===== src/rtl/execute_fsm.sv =====
// Execute-stage Moore control FSM.
// Sequences datapath strobes for one instruction, then pulses done.
module execute_fsm #(
  parameter int OP_W    = 4,
  parameter bit MFC_POL = 1'b0,
  parameter int TIMEOUT = 15
) (
  input  logic            clk,
  input  logic            reset,
  input  logic            start,
  input  logic            MFC,
  input  logic [OP_W-1:0] opcode,
  output logic            IR_read,
  output logic            Rsrc_read,
  output logic            Rdst_read,
  output logic            Rdst_write,
  output logic            A_write,
  output logic [1:0]      ALU_op,
  output logic            G_write,
  output logic            G_read,
  output logic            MAR_write,
  output logic            MAR_mem_read,
  output logic            MEM_EN,
  output logic            MEM_RW,
  output logic            MDR_mem_write,
  output logic            MDR_mem_read,
  output logic            MDR_write,
  output logic            MDR_read,
  output logic            PC_load,
  output logic            done,
  output logic            illegal,
  output logic            mem_err
);

  localparam int CW = (TIMEOUT > 2) ? $clog2(TIMEOUT) : 1;
  localparam logic [CW-1:0] LAST = CW'(TIMEOUT - 1);

  typedef enum logic [3:0] {
    IDLE, DECODE, X1, X2, X3,
    L1, L2, LW, L3, L4,
    S1, S2, S3, SW, J1, DONE
  } state_t;

  state_t          state;
  state_t          nxt;
  logic [OP_W-1:0] op_q;
  logic [CW-1:0]   cnt;
  logic            ill_q;
  logic            err_q;
  logic            in_wait;
  logic            mfc_ok;
  logic            tmo;

  assign in_wait = (state == LW) || (state == SW);
  assign mfc_ok  = (MFC == MFC_POL);
  assign tmo     = in_wait && !mfc_ok && (cnt == LAST);

  // State register
  always_ff @(posedge clk or posedge reset) begin
    if (reset) state <= IDLE;
    else       state <= nxt;
  end

  // Latched opcode, wait counter and error flags
  always_ff @(posedge clk or posedge reset) begin
    if (reset) begin
      op_q  <= '0;
      cnt   <= '0;
      ill_q <= 1'b0;
      err_q <= 1'b0;
    end else begin
      if (state == IDLE && start) begin
        op_q  <= opcode;
        ill_q <= 1'b0;
        err_q <= 1'b0;
      end
      if (state == DECODE)
        ill_q <= (int'(op_q) > 6);
      if (in_wait) begin
        if (!mfc_ok) cnt <= cnt + 1'b1;
      end else begin
        cnt <= '0;
      end
      if (tmo) err_q <= 1'b1;
    end
  end

  // Next-state logic
  always_comb begin
    nxt = state;
    unique case (state)
      IDLE:   if (start) nxt = DECODE;
      DECODE: begin
        case (int'(op_q))
          0:       nxt = DONE;
          1, 2, 3: nxt = X1;
          4:       nxt = L1;
          5:       nxt = S1;
          6:       nxt = J1;
          default: nxt = DONE;
        endcase
      end
      X1:     nxt = X2;
      X2:     nxt = X3;
      X3:     nxt = DONE;
      L1:     nxt = L2;
      L2:     nxt = LW;
      LW: begin
        if (mfc_ok)   nxt = L3;
        else if (tmo) nxt = DONE;
      end
      L3:     nxt = L4;
      L4:     nxt = DONE;
      S1:     nxt = S2;
      S2:     nxt = S3;
      S3:     nxt = SW;
      SW:     if (mfc_ok || tmo) nxt = DONE;
      J1:     nxt = DONE;
      DONE:   nxt = IDLE;
      default: nxt = IDLE;
    endcase
  end

  // Moore output decode from present state
  always_comb begin
    IR_read       = 1'b0;
    Rsrc_read     = 1'b0;
    Rdst_read     = 1'b0;
    Rdst_write    = 1'b0;
    A_write       = 1'b0;
    ALU_op        = 2'b00;
    G_write       = 1'b0;
    G_read        = 1'b0;
    MAR_write     = 1'b0;
    MAR_mem_read  = 1'b0;
    MEM_EN        = 1'b0;
    MEM_RW        = 1'b0;
    MDR_mem_write = 1'b0;
    MDR_mem_read  = 1'b0;
    MDR_write     = 1'b0;
    MDR_read      = 1'b0;
    PC_load       = 1'b0;
    done          = 1'b0;
    illegal       = 1'b0;
    mem_err       = 1'b0;
    unique case (state)
      X1: begin
        Rsrc_read = 1'b1;
        A_write   = 1'b1;
      end
      X2: begin
        Rdst_read = 1'b1;
        G_write   = 1'b1;
        if (int'(op_q) == 2)      ALU_op = 2'b01;
        else if (int'(op_q) == 3) ALU_op = 2'b10;
      end
      X3: begin
        G_read     = 1'b1;
        Rdst_write = 1'b1;
      end
      L1, S1: begin
        IR_read   = 1'b1;
        MAR_write = 1'b1;
      end
      L2, LW: begin
        MAR_mem_read = 1'b1;
        MEM_EN       = 1'b1;
        MEM_RW       = 1'b1;
      end
      L3: MDR_mem_write = 1'b1;
      L4: begin
        MDR_read   = 1'b1;
        Rdst_write = 1'b1;
      end
      S2: begin
        Rsrc_read = 1'b1;
        MDR_write = 1'b1;
      end
      S3, SW: begin
        MAR_mem_read = 1'b1;
        MDR_mem_read = 1'b1;
        MEM_EN       = 1'b1;
      end
      J1: begin
        IR_read = 1'b1;
        PC_load = 1'b1;
      end
      DONE: begin
        done    = 1'b1;
        illegal = ill_q;
        mem_err = err_q;
      end
      default: ;
    endcase
  end

endmodule


===== config.mk =====
export PLATFORM = sky130hd
export DESIGN_NAME = execute_fsm
export DESIGN_NICKNAME = d
export VERILOG_FILES = /design/src/rtl/execute_fsm.sv
export SDC_FILE = /design/constraint.sdc
export NUM_CORES = 1
export LEC_CHECK = 0
export CORE_MARGIN = 3
export CORE_UTILIZATION = 44
export DETAILED_ROUTE_END_ITERATION = 6
export GPL_TIMING_DRIVEN = 0
export PLACE_DENSITY_LB_ADDON = 0.08
export SLEW_MARGIN = 20
export SYNTH_ARGS = -nofsm -noshare
export SYNTH_HDL_FRONTEND = slang
export SYNTH_SLANG_ARGS = --single-unit

===== constraint.sdc =====
create_clock -name clk -period 2.8 [get_ports clk]
set_input_delay 0.7 -clock clk [delete_from_list [all_inputs] [get_ports clk]]
set_output_delay 0.7 -clock clk [all_outputs]
set_load 0.01 [all_outputs]

==> run_summary.xml, run 1 <==
<?xml version="1.0" encoding="UTF-8"?>
<metrics>
  <group name="detailed_routing">
    <metric name="met2RoutedLength" unit="mm">1.05</metric>
    <metric name="route.vias.total" unit="">897</metric>
    <metric name="route.final.wire_length" unit="mm">2.21</metric>
    <metric name="drc_errors" unit="">0</metric>
    <metric name="top_signal_layer_used" unit="">met4</metric>
    <metric name="wirelength_met1" unit="mm">1.01</metric>
    <metric name="antenna_left" unit="">0</metric>
    <metric name="wl_per_cell" unit="um">12.9</metric>
    <metric name="drt_first_pass_iters" unit="">4</metric>
    <metric name="dr_wl_met3" unit="um">129</metric>
    <metric name="detail_route.vias_per_cell" unit="">5.22</metric>
    <metric name="detail_route.iter0.violations" unit="">6</metric>
  </group>
  <group name="placed_design">
    <metric name="port_buffers" unit="">27</metric>
    <metric name="placed_cell_area" unit="sq mm">0.00127</metric>
    <metric name="dpl.hpwl" unit="mm">1.66</metric>
    <metric name="finalWeightedCongestion" unit="">0.813</metric>
  </group>
  <group name="cts">
    <metric name="cts_tree" unit="">yes</metric>
    <metric name="path_clk_slew" unit="ns">0.10</metric>
    <metric name="tritoncts_num_sinks" unit="">14</metric>
    <metric name="clk-insertion-delay-late" unit="ns">0.27</metric>
    <metric name="cts_buffers" unit="">3</metric>
    <metric name="hold_buffers" unit="">0</metric>
    <metric name="htree_num_levels" unit="">1</metric>
    <metric name="cts-root-to-sink-buffers" unit="">2</metric>
    <metric name="clock_tree.root_cell" unit="">sky130_fd_sc_hd__clkbuf_4</metric>
  </group>
  <group name="grt">
    <metric name="grt_max_degree" unit="">15</metric>
    <metric name="grt_antenna_before_repair" unit="">0</metric>
    <metric name="gr-usage-all-layers" unit="">0.177</metric>
    <metric name="first_global_vias" unit="">825</metric>
    <metric name="global_route_wire_length_before_repair" unit="mm">3.73</metric>
    <metric name="overflow" unit="">0</metric>
  </group>
  <group name="critical_path">
    <metric name="critical_path.startpoint_type" unit="">register</metric>
    <metric name="crit_path_top_delay_cell" unit="">sky130_fd_sc_hd__clkdlybuf4s50_1</metric>
    <metric name="crit_type" unit="">reg2out</metric>
    <metric name="required" unit="ns">2.10</metric>
    <metric name="worst-path-buf-inv" unit="">2</metric>
    <metric name="worstPathArrival" unit="ns">1.97</metric>
    <metric name="timing.critical_path.slowest_cell_delay" unit="ns">0.53</metric>
    <metric name="worst_path_dominant_cell_family" unit="">buffers and inverters</metric>
    <metric name="crit_chain" unit="">buf_6 -&gt; nand2_1 -&gt; nor2_1 -&gt; and2_1 -&gt; clkdlybuf4s50_1</metric>
    <metric name="end_kind" unit="">primary output</metric>
    <metric name="worst-path-max-fanout" unit="">10</metric>
  </group>
  <group name="die">
    <metric name="placeableCoreArea" unit="sq mm">0.00202</metric>
    <metric name="start_util" unit="">0.478</metric>
    <metric name="die_area" unit="sq mm">0.00280</metric>
    <metric name="die_x" unit="um">52.9</metric>
    <metric name="ios" unit="">29</metric>
    <metric name="floorplan.rows" unit="">16</metric>
    <metric name="die_h" unit="um">52.9</metric>
  </group>
  <group name="layout">
    <metric name="antenna_cells" unit="">0</metric>
    <metric name="final_cell_mix" unit="">sky130_fd_sc_hd__nor2_1 (25), sky130_fd_sc_hd__clkdlybuf4s50_1 (24), sky130_fd_sc_hd__dfrtp_1 (14)</metric>
    <metric name="final_net_count" unit="">156</metric>
    <metric name="final_layout_size_suffix_gt1_frac" unit="">0.166</metric>
    <metric name="nFillCells" unit="">200</metric>
    <metric name="syn_to_final_growth" unit="%">36.9</metric>
    <metric name="final_area" unit="sq mm">0.00132</metric>
    <metric name="utilization" unit="">0.655</metric>
    <metric name="most_common_cell_after_layout_fill_and_taps_aside" unit="">sky130_fd_sc_hd__nor2_1</metric>
  </group>
  <group name="yosys">
    <metric name="syn_avg_cell_area" unit="sq um">8.56</metric>
    <metric name="ys_types" unit="">38</metric>
    <metric name="synth_cells" unit="">113</metric>
    <metric name="seq_area_frac_synth" unit="">0.362</metric>
    <metric name="synth.top_cell.area_share" unit="">0.362</metric>
    <metric name="synthesis.nets" unit="">123</metric>
    <metric name="synth_enable_flop_cells" unit="">0</metric>
    <metric name="synthTopCellsByArea" unit="">sky130_fd_sc_hd__dfrtp_1 (36%), sky130_fd_sc_hd__nor2_1 (9.7%), sky130_fd_sc_hd__mux2_2 (5.8%)</metric>
    <metric name="post_synthesis_cell_area" unit="sq um">967</metric>
    <metric name="ys_ff_latch" unit="">14</metric>
    <metric name="yosysWarnings" unit="">0</metric>
    <metric name="yosys.area.top_type" unit="">sky130_fd_sc_hd__dfrtp_1</metric>
    <metric name="synth_flop_cell" unit="">sky130_fd_sc_hd__dfrtp_1</metric>
    <metric name="async_s_r_ff_share_synth" unit="">1.00</metric>
  </group>
  <group name="pwr">
    <metric name="power.static_leakage" unit="nW">0.611</metric>
    <metric name="power" unit="mW">1.36</metric>
    <metric name="power.density" unit="mW/mm^2">1030</metric>
    <metric name="peakVddDrop" unit="uV">616</metric>
  </group>
  <group name="sta">
    <metric name="finalSetupTns" unit="ns">0</metric>
    <metric name="finalHoldViolations" unit="">0</metric>
    <metric name="relSlewSlack" unit="">0.635</metric>
    <metric name="tightestPinTransition" unit="ns">0.547</metric>
    <metric name="rsz0062_at_grt" unit="">false</metric>
    <metric name="fin_clk_skew" unit="ns">0.00357</metric>
    <metric name="final_period_minus_worst_setup_slack" unit="ns">2.67</metric>
    <metric name="maximum_clock_frequency" unit="MHz">375</metric>
    <metric name="post-route-period-util" unit="">0.952</metric>
    <metric name="final-max-slew-violation-count" unit="">0</metric>
    <metric name="finalHoldWorstSlack" unit="ns">0.490</metric>
    <metric name="setup_viol" unit="">0</metric>
  </group>
  <group name="status">
    <metric name="run_status" unit="">finished, final reports clean</metric>
  </group>
  <group name="hold_path">
    <metric name="worst_hold_path_type" unit="">reg2reg</metric>
  </group>
  <group name="job">
    <metric name="max_cap_viol_count" unit="">0</metric>
  </group>
</metrics>
cell usage after synthesis (2+ instances only):
library cell / instances
sky130_fd_sc_hd__nor2_1: 25
sky130_fd_sc_hd__dfrtp_1: 14
sky130_fd_sc_hd__nand2_1: 9
sky130_fd_sc_hd__mux2_2: 5
sky130_fd_sc_hd__a21oi_1: 4
sky130_fd_sc_hd__inv_1: 4
sky130_fd_sc_hd__nand2b_1: 4
sky130_fd_sc_hd__buf_4: 3
sky130_fd_sc_hd__o21ai_0: 3
sky130_fd_sc_hd__o22ai_1: 3
sky130_fd_sc_hd__o31ai_1: 3
sky130_fd_sc_hd__xor2_1: 3
sky130_fd_sc_hd__and2_1: 2
sky130_fd_sc_hd__and3_1: 2
sky130_fd_sc_hd__buf_6: 2
sky130_fd_sc_hd__ha_1: 2
sky130_fd_sc_hd__nand3_1: 2
sky130_fd_sc_hd__nand4_1: 2
sky130_fd_sc_hd__xnor2_1: 2
per-layer routing:
metal	track usage	vias to the layer above
met5	0	-
met4	0.0383	0
met3	0.0197	4
met2	0.302	27
met1	0.240	413
li1	-	453
cell families (layout without fill, tap and decap cells):
| kind of cell | Yosys count | count (layout) | share of synthesized area |
|---|---|---|---|
| and+or+nand+nor | 54 | 54 | 0.292 |
| AOI/OAI and AO/OA | 20 | 20 | 0.136 |
| DFF | 14 | 14 | 0.362 |
| buffers and inverters | 13 | 45 | 0.0802 |
| xor gates and xnor gates | 5 | 5 | 0.0453 |
| muxes | 5 | 5 | 0.0582 |
| adders and majority gates | 2 | 2 | 0.0259 |
metrics by stage:
stage / setup slack (ns) / std cells
4_1_cts: 0.0321 / 172
2_1_floorplan: 0.799 / 113
6_report: 0.135 / 172
3_5_place_dp: 0.217 / 167
5_1_grt: 0.0410 / 172
3_3_place_gp: 0.277 / 167
worst register-to-register path: stages, from the launching register on:
cell and delay (ns):
sky130_fd_sc_hd__dfrtp_1 0.43, sky130_fd_sc_hd__buf_6 0.16, sky130_fd_sc_hd__nand2_1 0.13, sky130_fd_sc_hd__nor2_1 0.12, sky130_fd_sc_hd__or3_1 0.36, sky130_fd_sc_hd__a22oi_1 0.20
registers in the layout, summed over array words and instances (netlist names):
signal	flops
op_q	4
cnt	4
err_q	1
ill_q	1
state	4
final timing paths:
| path | cells after the start | to | start | slack, ns |
|---|---|---|---|---|
| hold / removal | 2 | err_q$_DFFE_PP0P_ | err_q$_DFFE_PP0P_ | 0.49 |
| max in group asynchronous | 2 | cnt[3]$_DFFE_PP0P_ | reset | 1.68 |
| min in group asynchronous | 2 | op_q[3]$_DFFE_PP0P_ | reset | 0.76 |
| setup reg to reg | 5 | state[3]$_DFFE_PP0P_ | state[3]$_DFFE_PP0P_ | 1.32 |
| setup / recovery | 5 | mem_err | state[3]$_DFFE_PP0P_ | 0.13 |
| hold reg to reg | 2 | err_q$_DFFE_PP0P_ | err_q$_DFFE_PP0P_ | 0.49 |
power breakdown:
part	leakage [nW]	switching, mW	internal [mW]
clock	0.0210	0.0700	0.0789
sequential	0.179	0.0639	0.272
combinational	0.411	0.455	0.421
total	0.611	0.589	0.772
cell type report:
cell class	count	area (sq um)	share of cell area
Tap cell	27	33.8	0.0255
Multi-Input combinational cell	86	542	0.409
Timing Repair Buffer	28	282	0.213
Buffer	8	58.8	0.0444
Clock buffer	4	36.3	0.0274
Sequential cell	14	350	0.265
Inverter	5	21.3	0.0161
what timing repair did:
action                                  4_1_cts  5_1_grt
endpoints found under the setup margin        2        2
buffers inserted                              1        0
gates resized for setup                       3        4
Power figures use the tool's default switching activity.
==> run 2, diff against run 1 <==
- CTS_BUF_LIST: unset -> sky130_fd_sc_hd__clkbuf_2 sky130_fd_sc_hd__clkbuf_4 sky130_fd_sc_hd__clkbuf_8
==> results of run 2 <==
No change in the layout: final DEF, timing and power equal those of run 1.
==> run 3, diff against run 2 <==
- PLACE_DENSITY: unset -> 0.76
- PLACE_DENSITY_LB_ADDON: 0.08 -> unset
==> run_summary.xml, run 3 (same netlist as run 1, synthesis figures left out) <==
<?xml version="1.0" encoding="UTF-8"?>
<metrics>
  <group name="layout">
    <metric name="post_layout_nonfiller_instances" unit="">173</metric>
    <metric name="sequential_cell_area" unit="sq um">350</metric>
    <metric name="nFillCells" unit="">193</metric>
    <metric name="largest_registers" unit="">cnt: 4 flops, op_q: 4 flops, state: 4 flops</metric>
    <metric name="multi_input_comb_area" unit="sq um">542</metric>
    <metric name="final_cell_mix" unit="">sky130_fd_sc_hd__nor2_1 (25), sky130_fd_sc_hd__clkdlybuf4s50_1 (25), sky130_fd_sc_hd__dfrtp_1 (14)</metric>
    <metric name="syn_to_final_growth" unit="%">37.4</metric>
    <metric name="antenna_cells" unit="">0</metric>
    <metric name="final_net_count" unit="">157</metric>
    <metric name="final_layout_size_suffix_gt1_frac" unit="">0.164</metric>
  </group>
  <group name="sta">
    <metric name="setup_viol" unit="">0</metric>
    <metric name="tightestPinTransition" unit="ns">0.539</metric>
    <metric name="fin_clk_skew" unit="ns">0.00263</metric>
    <metric name="maximum_clock_frequency" unit="MHz">369</metric>
    <metric name="final_period_minus_worst_setup_slack" unit="ns">2.71</metric>
    <metric name="relSlewSlack" unit="">0.640</metric>
    <metric name="setup_ws" unit="ns">0.0933</metric>
    <metric name="post-route-period-util" unit="">0.967</metric>
    <metric name="final-max-slew-violation-count" unit="">0</metric>
    <metric name="finalHoldViolations" unit="">0</metric>
    <metric name="finalSetupTns" unit="ns">0</metric>
    <metric name="finalHoldWorstSlack" unit="ns">0.486</metric>
    <metric name="rsz0062_at_grt" unit="">false</metric>
  </group>
  <group name="detailed_routing">
    <metric name="route.vias.total" unit="">927</metric>
    <metric name="drc_errors" unit="">0</metric>
    <metric name="wl_per_cell" unit="um">13.9</metric>
    <metric name="antenna_left" unit="">0</metric>
    <metric name="drt_first_pass_iters" unit="">4</metric>
    <metric name="detail_route.vias_per_cell" unit="">5.36</metric>
    <metric name="detail_route.iter0.violations" unit="">12</metric>
    <metric name="route.final.wire_length" unit="mm">2.41</metric>
  </group>
  <group name="grt">
    <metric name="grt_antenna_before_repair" unit="">0</metric>
    <metric name="grt_max_degree" unit="">15</metric>
    <metric name="gr-usage-all-layers" unit="">0.192</metric>
    <metric name="overflow" unit="">0</metric>
    <metric name="global_route_wire_length_before_repair" unit="mm">3.80</metric>
    <metric name="first_global_vias" unit="">839</metric>
  </group>
  <group name="critical_path">
    <metric name="end_kind" unit="">primary output</metric>
    <metric name="worst_r2r_path_depth" unit="">5</metric>
    <metric name="setup.reg_to_reg.worst_slack" unit="ns">1.32</metric>
    <metric name="worstPathArrival" unit="ns">2.01</metric>
    <metric name="required" unit="ns">2.10</metric>
    <metric name="crit_type" unit="">reg2out</metric>
    <metric name="critical_path.startpoint_type" unit="">register</metric>
    <metric name="worst-path-max-fanout" unit="">10</metric>
  </group>
  <group name="pwr">
    <metric name="seq_power_share" unit="">0.246</metric>
    <metric name="sw_frac_of_total" unit="">0.430</metric>
    <metric name="power.density" unit="mW/mm^2">1040</metric>
    <metric name="comb_power_share" unit="">0.648</metric>
    <metric name="internal_power" unit="uW">783</metric>
    <metric name="power.share.clock" unit="">0.106</metric>
    <metric name="peakVddDrop" unit="uV">582</metric>
    <metric name="power_switching" unit="uW">592</metric>
    <metric name="power.static_leakage" unit="nW">0.601</metric>
  </group>
  <group name="cts">
    <metric name="cts_buffers" unit="">3</metric>
    <metric name="tritoncts_num_sinks" unit="">14</metric>
    <metric name="cts_tree" unit="">yes</metric>
    <metric name="hold_buffers" unit="">0</metric>
    <metric name="path_clk_slew" unit="ns">0.09</metric>
    <metric name="clk-insertion-delay-late" unit="ns">0.28</metric>
    <metric name="htree_num_levels" unit="">1</metric>
    <metric name="cts-root-to-sink-buffers" unit="">2</metric>
    <metric name="clock_tree.root_cell" unit="">sky130_fd_sc_hd__clkbuf_4</metric>
  </group>
  <group name="placed_design">
    <metric name="post_place_setup_slack" unit="ns">0.222</metric>
    <metric name="port_buffers" unit="">27</metric>
    <metric name="dp.cells" unit="">167</metric>
    <metric name="dpl.hpwl" unit="mm">1.86</metric>
    <metric name="finalWeightedCongestion" unit="">0.814</metric>
  </group>
  <group name="hold_path">
    <metric name="worst_hold_path_type" unit="">reg2reg</metric>
    <metric name="whs_path_depth" unit="">2</metric>
  </group>
  <group name="die">
    <metric name="placeableCoreArea" unit="sq mm">0.00202</metric>
    <metric name="die_area" unit="sq mm">0.00280</metric>
    <metric name="die_h" unit="um">52.9</metric>
    <metric name="die_x" unit="um">52.9</metric>
    <metric name="ios" unit="">29</metric>
    <metric name="start_util" unit="">0.478</metric>
    <metric name="floorplan.rows" unit="">16</metric>
  </group>
  <group name="status">
    <metric name="run_status" unit="">finished, final reports clean</metric>
  </group>
  <group name="job">
    <metric name="max_cap_viol_count" unit="">0</metric>
  </group>
</metrics>
[run 3: cell count changes in the layout (fill, tap and decap cells not counted)]
cell | before | now
sky130_fd_sc_hd__buf_4 | 4 | 5
sky130_fd_sc_hd__clkdlybuf4s50_1 | 24 | 25
sky130_fd_sc_hd__dlymetal6s2s_1 | 2 | 1
sky130_fd_sc_hd__inv_1 | 3 | 4
sky130_fd_sc_hd__inv_2 | 1 | 0
[run 3: final timing paths]
| path | start | end |
|---|---|---|
| hold reg to reg | err_q$_DFFE_PP0P_ | err_q$_DFFE_PP0P_ |
| hold / removal | err_q$_DFFE_PP0P_ | err_q$_DFFE_PP0P_ |
| min in group asynchronous | reset | op_q[3]$_DFFE_PP0P_ |
| setup reg to reg | state[3]$_DFFE_PP0P_ | state[3]$_DFFE_PP0P_ |
| max in group asynchronous | reset | state[0]$_DFFE_PP0P_ |
| setup / recovery | state[0]$_DFFE_PP0P_ | Rdst_write |
[run 3: repair_timing]
item / 4_1_cts / 5_1_grt
setup buffers: 1 / 1
setup endpoints to repair: 2 / 2
resized for setup: 2 / 3
[run 3: cell type report]
class	count	share of cell area
Sequential cell	14	0.264
Multi-Input combinational cell	86	0.408
Clock buffer	4	0.0273
Timing Repair Buffer	29	0.216
Tap cell	27	0.0254
Inverter	5	0.0160
Buffer	8	0.0443
[run 3: power by group through the flow]
stage               Sequential, mW  Clock, mW  Combinational [mW]
floorplan                    0.326          0               0.562
detailed placement           0.349          0               0.853
global placement             0.343          0               0.837
finish                       0.338      0.146               0.891
CTS                          0.338      0.152               0.876
global route                 0.349      0.159               0.979
[run 3: critical path, stage by stage, from the launching register on]
cell	delay, ns
sky130_fd_sc_hd__dfrtp_1	0.37
sky130_fd_sc_hd__buf_4	0.18
sky130_fd_sc_hd__inv_1	0.17
sky130_fd_sc_hd__nand2_1	0.11
sky130_fd_sc_hd__mux2_2	0.27
sky130_fd_sc_hd__nor2_1	0.10
sky130_fd_sc_hd__clkdlybuf4s50_1	0.54
[run 3: per-layer routing]
layer,vias to the layer above,GRT usage,wire length [um]
met5,-,0,0
met4,0,0.106,66
met3,8,0.0338,120
met2,28,0.329,1180
met1,432,0.225,1050
li1,459,-,-
[run 3: stage by stage]
stage / instance area (sq um) / utilization / total power [mW]
6_report: 1330 / 0.657 / 1.38
5_1_grt: 1330 / 0.657 / 1.49
4_1_cts: 1320 / 0.650 / 1.37
3_5_place_dp: 1270 / 0.629 / 1.20
3_3_place_gp: 1270 / 0.629 / 1.18
2_1_floorplan: 967 / - / 0.889
==> RTL edit (config.mk and constraints of run 3) <==
The parameter `MFC_POL` goes from 1'b0 to 1'b1.
--- a/src/rtl/execute_fsm.sv
+++ b/src/rtl/execute_fsm.sv
@@ -4,3 +4,3 @@
   parameter int OP_W    = 4,
-  parameter bit MFC_POL = 1'b0,
+  parameter bit MFC_POL = 1'b1,
   parameter int TIMEOUT = 15
Formal check against the unedited RTL: not equivalent (Yosys sat finds a counterexample within 10 cycles, from zero or initial values and one cycle with reset high).
==> RTL edit against run 3 <==
Fmax about the same; worst setup slack worse by 2.0 ps; first-iteration DRC count up 25%; highest routed layer unchanged; total power down 7.6%; non-clock buffer count down 3; combinational power down 10%; synthesized cell count down 6.2%; cell area down 3.7%; wire length down 11%; area after synthesis down 4.4%; sequential cell count unchanged; critical path type unchanged.
==> RTL edit: results (changes against run 3) <==
Run status
  • Status: finished clean

Synth
  • Fraction of registers with async set/reset: 1.000 (unchanged)
  • Syn. warnings: 0 (unchanged)
  • Commonest cells post-synth: 20 x nor2_1, 14 x dfrtp_1, 5 x a21oi_1, 5 x nand2_1
  • Synth top area cells: dfrtp_1 38%, nor2_1 8.1%, mux2_2 4.9%
  • Seq/Total Area, Yosys: 0.3789 (+0.01667)
  • Top FF cell, synth: dfrtp_1
  • Post-synthesis net count: 116 (-5.7%)
  • Distinct cell type count after synthesis: 40 (+5.3%)

Finish
  • Nets: 148 (-5.7%)
  • N_diodes: 0 (unchanged)
  • Biggest registers after layout: cnt (4), op_q (4), state (4)
  • Share of cells above drive strength 1: 0.1898 (+0.02540)

Clocking
  • Root Driver: clkbuf_4
  • # H-tree levels: 1 (unchanged)
  • Hold buffers post-CTS: 0 (unchanged)
  • CTS buffer count: 3 (unchanged)
  • Clock-pin slew on the worst setup and hold paths: 90 ps (about the same)
  • Worst-Skew Late Latency: 280 ps (about the same)
  • Clock buffer depth: 2 (unchanged)

Floorplan
  • Die area: 2687 um^2 (-3.9%)

Timing
  • Max-slew headroom at the worst pin: 0.6459 (+0.005889)
  • Clock Skew: 4.058 ps (+1.425 ps)

Worst setup path
  • Crit path max fanout: 9 (-1)
  • CP arrival: 2010 ps (about the same)

Place
  • Gpl congestion: 0.8817 (+8.3%)
  • Worst slack at placement: 248.4 ps (+26.69 ps)
  • DP HPWL: 1609 um (-13%)
  • Placement Cell Area: 1226 um^2 (-3.5%)
  • Port buffer count: 27 (unchanged)

Pwr
  • Sw Share: 0.4262 (-0.004223)
  • Peak VDD IR: 0.0005165 V (-11%)
  • Leakage: 0.5652 nW (-6.0%)

Detailed routing
  • DR vias/cell: 5.512 (+2.9%)
  • Routed wire per std cell: 13.31 um (-4.5%)
  • Router iterations before antenna repair: 4 (unchanged)
  • Drt initial violations: 15 (+3)

Global routing
  • Number of global-route vias before repair: 776 (-7.5%)
  • GRT Total Usage: 0.1791 (-0.01333)
  • Initial antenna violation count: 0 (unchanged)
  • Largest net degree at the start of global routing: 15 (unchanged)
  • First-pass GRT wire length: 3643 um (-4.2%)

Min path
  • Min-Delay Path Class: flop to flop
==> RTL edit: changes by cell type after synthesis, moves of 2 or more <==
cell	change
nor2_1	-5
nand2_1	-4
or2_2	+3
a31oi_1	+2
buf_6	-2
nand4_1	-2
o31ai_1	-2
==> RTL edit: final cells by class <==
class                           count  area, um^2
Clock buffer                        4       36.28
Tap cell                           25       31.28
Timing Repair Buffer               27       267.8
Inverter                            4       17.52
Fill cell                         169       578.1
Buffer                              7       38.79
Multi-Input combinational cell     81       538.0
Sequential cell                    14       350.3
==> RTL edit: worst paths after layout <==
path,slack (ps),startpoint,endpoint,cells after the start
worst max-delay path,90,state[0],Rsrc_read,6
worst min-delay path,500,ill_q,ill_q,2
worst max register to register,1270,state[1],state[3],5
worst min register to register,500,ill_q,ill_q,2
max in group asynchronous,1690,reset,cnt[0],2
min in group asynchronous,760,reset,op_q[3],2
==> RTL edit: critical path, stage by stage, from the launching register on <==
cell and delay (ps):
dfrtp_1 360, clkbuf_2 180, inv_4 150, nor2_1 80, and3_1 200, or2_2 270, clkdlybuf4s50_1 480
==> RTL edit: cells by family after synthesis <==
group                      share of synthesized area
AOI/OAI and AO/OA                             0.1705
and+or+nand+nor                               0.2801
adders and majority gates                    0.02706
xor gates and xnor gates                     0.03790
DFF                                           0.3789
muxes                                        0.04871
buffers and inverters                        0.05682
==> RTL edit: repair_timing <==
action	4_1_cts	5_1_grt
resized for setup	4	4
cloned	0	0
pin swaps	0	0
buffers inserted	0	0
setup endpoints to repair	2	4
==> RTL edit: power groups by stage <==
stage | Clock [W] | Sequential, W | Combinational, W
after floorplan | 0 | 0.000313 | 0.000498
after global placement | 0 | 0.000324 | 0.000763
after detailed placement | 0 | 0.000326 | 0.000774
after CTS | 0.000147 | 0.000323 | 0.000781
after global routing | 0.000159 | 0.000338 | 0.000878
final | 0.000146 | 0.000326 | 0.000799
==> RTL edit: metrics by stage <==
step / total power [W] / cells / hold WS, ps / TNS, ps
floorplan: 0.0008101 / 106 / 463.7 / 0
global placement: 0.001087 / 158 / 483.3 / 0
detailed placement: 0.001100 / 158 / 486.9 / 0
CTS: 0.001251 / 162 / 506.5 / 0
global route: 0.001375 / 162 / 557.4 / -12.87
finish: 0.001272 / 162 / 501.1 / 0
==> RTL edit: layer usage <==
| metal | vias to the layer above | global-route usage | wire (um) |
|---|---|---|---|
| li1 | 436 | - | - |
| met1 | 419 | 0.2378 | 918 |
| met2 | 33 | 0.2950 | 1073 |
| met3 | 5 | 0.03152 | 136 |
| met4 | 0 | 0.05240 | 29 |
| met5 | - | 0 | 0 |
